### config.mk
export PLATFORM = sky130hd
export DESIGN_NAME = call_stack_ctrl
export DESIGN_NICKNAME = d
export VERILOG_FILES = /design/src/rtl/cpu_pkg.sv /design/src/rtl/call_stack_mem.sv /design/src/rtl/call_stack_ctrl.sv
export SDC_FILE = /design/constraint.sdc
export NUM_CORES = 1
export LEC_CHECK = 0
export ABC_AREA = 1
export CORE_ASPECT_RATIO = 1.4
export CORE_MARGIN = 2
export CORE_UTILIZATION = 47
export CTS_CLUSTER_DIAMETER = 150
export DETAILED_ROUTE_END_ITERATION = 10
export PLACE_DENSITY = 0.71
export SLEW_MARGIN = 5
export SYNTH_ARGS = -nofsm -noshare
export SYNTH_HDL_FRONTEND = slang
export SYNTH_SLANG_ARGS = --single-unit
### constraint.sdc
create_clock -name clk -period 6.3 [get_ports clk]
set_clock_uncertainty 0.05 [all_clocks]
set_input_delay 1.26 -clock clk [delete_from_list [all_inputs] [get_ports clk]]
set_output_delay 1.26 -clock clk [all_outputs]
set_load 0.01 [all_outputs]
### src/rtl/cpu_pkg.sv
// Shared CPU definitions used by the call-stack controller and its storage.
// Optional trap behaviour is selected with the CALL_STACK_TRAP_EN macro.
package cpu_pkg;

  // Width of a program-counter / return address.
  localparam int ADDR_W = 10;

  // Default number of return-address entries in the call stack.
  localparam int CS_DEPTH_DEFAULT = 8;

  // Call-stack controller state.
  typedef enum logic {
    RUN   = 1'b0,
    FAULT = 1'b1
  } cs_state_e;

  // Reported stack error.
  typedef enum logic [1:0] {
    FC_NONE = 2'b00,
    FC_OVF  = 2'b01,
    FC_UNF  = 2'b10
  } cs_fault_e;

  // Index width for a stack of the given depth (at least one bit).
  function automatic int cs_idx_w(input int depth);
    return (depth > 1) ? $clog2(depth) : 1;
  endfunction

endpackage

### src/rtl/call_stack_mem.sv
// Return-address storage: one synchronous write port, one combinational read port.
// Contents are never reset; the controller's depth decides which entries are live.
module call_stack_mem
  import cpu_pkg::*;
#(
  parameter int DEPTH  = CS_DEPTH_DEFAULT,
  parameter int DATA_W = ADDR_W,
  parameter int IDX_W  = cs_idx_w(DEPTH)
) (
  input  logic              clk,
  input  logic              we,
  input  logic [IDX_W-1:0]  waddr,
  input  logic [DATA_W-1:0] wdata,
  input  logic [IDX_W-1:0]  raddr,
  output logic [DATA_W-1:0] rdata
);

  logic [DATA_W-1:0] mem_q [DEPTH];

  // Write the addressed entry on the rising edge when enabled.
  always_ff @(posedge clk) begin
    if (we) begin
      mem_q[waddr] <= wdata;
    end
  end

  // Asynchronous read so the top of stack is visible in the same cycle.
  always_comb begin
    rdata = mem_q[raddr];
  end

endmodule

### src/rtl/call_stack_ctrl.sv
// Hardware return-address stack for the PC unit.
// Calls push npc, returns pop; the top entry is presented on rl with zero latency.
// Define CALL_STACK_TRAP_EN to trap on overflow/underflow into a sticky FAULT state;
// otherwise overflow overwrites the top entry and underflow is ignored.
module call_stack_ctrl
  import cpu_pkg::*;
#(
  parameter int DEPTH = CS_DEPTH_DEFAULT
) (
  input  logic                     clk,
  input  logic                     start,
  input  logic                     branch,
  input  logic                     jump2sub,
  input  logic                     retFsub,
  input  logic [ADDR_W-1:0]        npc,
  output logic [ADDR_W-1:0]        rl,
  output logic [$clog2(DEPTH):0]   depth,
  output logic                     empty,
  output logic                     full,
  output logic                     fault,
  output logic [1:0]               fault_code
);

  localparam int DW = $clog2(DEPTH) + 1;
  localparam int AW = cs_idx_w(DEPTH);

  // Control state
  cs_state_e         state_q, state_d;
  logic [DW-1:0]     depth_q, depth_d;
  logic              empty_q, empty_d;
  logic              full_q, full_d;
  logic              fault_q, fault_d;
  cs_fault_e         code_q, code_d;

  // Storage port signals
  logic              mem_we;
  logic [AW-1:0]     mem_waddr;
  logic [AW-1:0]     mem_raddr;
  logic [ADDR_W-1:0] mem_rdata;

  // Requests after the PC's priority: branch beats call beats return.
  logic push_req;
  logic pop_req;
  logic at_full;
  logic at_empty;

  // Decode prioritised requests and current occupancy.
  always_comb begin
    push_req = jump2sub & ~branch;
    pop_req  = retFsub & ~branch & ~jump2sub;
    at_full  = (depth_q == DW'(DEPTH));
    at_empty = (depth_q == '0);
  end

  // Next-state, depth and write-port computation.
  always_comb begin
    state_d   = state_q;
    depth_d   = depth_q;
    fault_d   = fault_q;
    code_d    = code_q;
    mem_we    = 1'b0;
    mem_waddr = depth_q[AW-1:0];

    if (state_q == RUN) begin
      if (push_req) begin
        if (!at_full) begin
          mem_we  = 1'b1;
          depth_d = depth_q + DW'(1);
        end else begin
`ifdef CALL_STACK_TRAP_EN
          state_d = FAULT;
          fault_d = 1'b1;
          code_d  = FC_OVF;
`else
          // Keep the newest return address by replacing the top entry.
          mem_we    = 1'b1;
          mem_waddr = AW'(DEPTH - 1);
`endif
        end
      end else if (pop_req) begin
        if (!at_empty) begin
          depth_d = depth_q - DW'(1);
        end else begin
`ifdef CALL_STACK_TRAP_EN
          state_d = FAULT;
          fault_d = 1'b1;
          code_d  = FC_UNF;
`endif
        end
      end
    end

    // A request that coincides with reset must not touch storage.
    if (start) begin
      mem_we = 1'b0;
    end

    empty_d = (depth_d == '0);
    full_d  = (depth_d == DW'(DEPTH));
  end

  // FSM and registered status; reset returns to an empty, fault-free RUN.
  always_ff @(posedge clk) begin
    if (start) begin
      state_q <= RUN;
      depth_q <= '0;
      empty_q <= 1'b1;
      full_q  <= 1'b0;
      fault_q <= 1'b0;
      code_q  <= FC_NONE;
    end else begin
      state_q <= state_d;
      depth_q <= depth_d;
      empty_q <= empty_d;
      full_q  <= full_d;
      fault_q <= fault_d;
      code_q  <= code_d;
    end
  end

  // Top of stack lives at depth-1; the address wraps harmlessly when empty.
  always_comb begin
    mem_raddr = AW'(depth_q - DW'(1));
  end

  call_stack_mem #(
    .DEPTH  (DEPTH),
    .DATA_W (ADDR_W),
    .IDX_W  (AW)
  ) u_mem (
    .clk   (clk),
    .we    (mem_we),
    .waddr (mem_waddr),
    .wdata (npc),
    .raddr (mem_raddr),
    .rdata (mem_rdata)
  );

  // Output drive: rl is combinational for zero-latency returns, status is registered.
  always_comb begin
    rl         = (depth_q == '0) ? '0 : mem_rdata;
    depth      = depth_q;
    empty      = empty_q;
    full       = full_q;
`ifdef CALL_STACK_TRAP_EN
    fault      = fault_q;
    fault_code = code_q;
`else
    fault      = 1'b0;
    fault_code = 2'b00;
`endif
  end

endmodule

==> impl_metrics.yaml <==
floorplanning:
  die_h_um: 109
  die_x_um: 79.2
  rows: 38
  die_area_um2: 8660
  initial_core_util_pct: 48.4
  core-area_um2: 7700
  io_pins: 34
finish:
  antennaDiodeCount: 0
  multiInputGateArea_um2: 1040
  fill_cells: 670
  synthToLayoutAreaGrowth_pct: 15.3
  drive_above_1_share_pct: 12.2
  seqCellArea_um2: 2520
  nets: 381
  final_cell_area_um2: 4290
detailed_routing:
  drt_iter0_drc: 172
  routed.top_layer: "met4"
  firstDrtPassIters: 4
  drc_errors: 0
  vias_per_cell: 5.31
  wl_per_cell_um: 16.6
  dr_wl_met2_mm: 3.97
  wl_mm: 7.78
  m1WireLength_mm: 3.14
  met3_length_um: 425
  ant_nets: 0
  via_count: 2487
critical_path:
  cp_slowest_cell: "inv_2"
  r2r_end: "u_mem.mem_q[5][1]$_DFFE_PP_"
  path_cells: "inv_2 -> ha_1 -> nand2_2 -> nand2_1 -> clkinv_1 -> nor2_1 -> nor2_1 -> clkdlybuf4s50_1"
  critPathKind: "reg2out"
  worstPathArrival_ns: 3.39
  timing.rr.start: "depth[0]$_SDFF_PP0_"
  slowest_delay_ns: 0.52
  path_max_fanout: 43
  r2r_slack_ns: 2.95
  end_kind: "primary output"
  crit_family: "buffers and inverters"
  cp-start-kind: "register"
  worstPathRequired_ns: 4.99
  path_buf_inv: 3
  crit_top_cell: "nor2_1"
  ff2ff_path_depth: 9
timing:
  hold_viol: 0
  fin_crit_sh_pct: 74.6
  maxSlewViolCount: 0
  worst_pin_slew_ns: 1.15
  final-setup-viol-count: 0
  max_freq_ghz: 0.213
  period_minus_slack_ns: 4.70
  slew_headroom_pct: 23.2
  fin_tns_setup_ns: 0
  rsz0062_at_grt: "false"
clocking:
  clk_pin_slew_worst_paths_ns: 0.09
  cts_made_buffers: 9
  cts_tree: "done"
  cts_hold_buf: 0
  cts.sinks: 86
  htree_levels: 3
  cts_resized: 0
  cts_setup_buffers: 0
  clk_latency_ns: 0.36
  cts-root-buf: "clkbuf_8"
  cts_max_path_buffers: 2
yosys:
  postSynthCellCount: 331
  ys_seq_area_share_pct: 67.7
  ys_seq_elements: 86
  synth.distinct_cells: 27
  syn-mean-instance-area_um2: 11.3
  synth_area_um2: 3720
  yosys_warnings: 0
power_and_ir_drop:
  p_per_area_nw_per_um2: 277
  vdd_drop_max_mv: 0.211
  leakage_nw: 1.49
hold_path:
  min_from: "depth[3]$_SDFF_PP0_"
  whs_path_depth: 4
  hold_path_class: "reg2reg"
  whs_endpoint: "depth[3]$_SDFF_PP0_"
placement:
  dpl-instance-area_um2: 4100
  portBuffers: 30
  gp_congestion: 0.825
  dp_hpwl_mm: 4.75
global_route:
  grt_overflow_total: 0
  grt_max_degree: 46
  grt_pass1_wl_mm: 12.5
  antenna_found_initial: 0
  grt_pass1_vias: 2484
  grtUsageTotal_pct: 20.1
status:
  status: "finished, final reports clean"
run:
  maxCapViolations: 0
## cell type report
type / instances / share of cell area (%)
inverter: 17 / 1.49
multi-input combinational: 212 / 24.2
sequential: 86 / 58.8
tap: 100 / 2.91
clock buffer: 9 / 2.89
clock inverter: 7 / 1.05
timing repair buffer: 37 / 8.69
## per-stage QoR
stage                     power [mW]  std cells  setup slack, ns  util [%]  hold WS [ns]
after global placement         0.857        451             1.88      53.2         0.683
after detailed placement       0.861        451             1.76      53.2         0.690
after global routing            1.25        468             1.37      55.7         0.782
after floorplan                0.781        333             3.17         -         0.638
after CTS                       1.19        467             1.27      55.4         0.711
final                           1.19        468             1.60      55.7         0.696
## power breakdown
part | switching, mW | leakage (nW) | internal (mW)
registers | 0.00491 | 0.770 | 0.632
clock network | 0.193 | 0.0944 | 0.144
logic | 0.130 | 0.629 | 0.0879
total | 0.328 | 1.49 | 0.863
## how the worst max path moves through the flow
stage / depth (start not counted) / endpoint / slack, ns / start
2_1_floorplan: 8 / rl[0] / 3.17 / depth[0]$_SDFF_PP0_
3_3_place_gp: 7 / rl[0] / 1.88 / depth[0]$_SDFF_PP0_
3_5_place_dp: 7 / rl[0] / 1.76 / depth[0]$_SDFF_PP0_
4_1_cts: 7 / rl[1] / 1.27 / depth[0]$_SDFF_PP0_
5_1_grt: 8 / rl[7] / 1.37 / depth[0]$_SDFF_PP0_
6_report: 8 / rl[7] / 1.60 / depth[0]$_SDFF_PP0_
## state kept, by name, summed over array words and instances, names as in the netlist
signal	count
u_mem.mem_q	80
empty	1
full	1
depth	4
## kinds of logic after synthesis
logic type	Yosys count	share of synthesized area [%]
other	1	0.101
buffers and inverters	35	4.57
adders and majority gates	3	1.01
and+or+nand+nor	140	16.5
DFF	86	67.7
AOI/OAI and AO/OA	66	10.1
## cell usage after synthesis, drive strengths merged
| master | n | share of area [%] |
|---|---|---|
| a21oi | 4 | 0.74 |
| buf | 14 | 2.4 |
| clkbuf | 4 | 0.44 |
| clkinv | 1 | 0.10 |
| conb | 1 | 0.10 |
| dfxtp | 6 | 3.2 |
| edfxtp | 80 | 64 |
| ha | 3 | 1.0 |
| inv | 16 | 1.6 |
| nand2 | 24 | 2.6 |
| nand3 | 14 | 3.0 |
| nor2 | 97 | 10 |
| nor3 | 4 | 0.54 |
| o21a | 1 | 0.20 |
| o21ai | 51 | 6.9 |
| o32ai | 10 | 2.4 |
| or2 | 1 | 0.17 |
## worst register-to-register path: cells and delay by family (launching register included)
kind	cells	cell delay, ns
simple gates	3	1.03
buf+inv	3	0.69
fa+ha+maj	2	0.62
flops	1	0.33
compound gates	1	0.25
## metal layers
layer | track usage (%) | up-vias
li1 | - | 1213
met1 | 24.2 | 1178
met2 | 32.2 | 80
met3 | 5.17 | 16
met4 | 12.9 | 0
met5 | 0 | -
## placed cells by master, fill, tap and decap left out, types with 2 or more instances in the layout
cell type,n
nor3_1,4
conb_1,3
nor2_2,3
inv_2,7
inv_4,2
edfxtp_1,80
inv_1,9
nand3_2,6
a21oi_2,2
o32ai_1,10
ha_1,3
clkbuf_8,9
buf_4,6
o21ai_0,39
clkinv_2,3
a21oi_1,2
nand2_1,22
nand2_2,2
inv_6,2
dfxtp_1,6
clkdlybuf4s50_1,30
nand3_1,7
nor2_1,93
o21ai_1,12
Power figures use the tool's default switching activity.
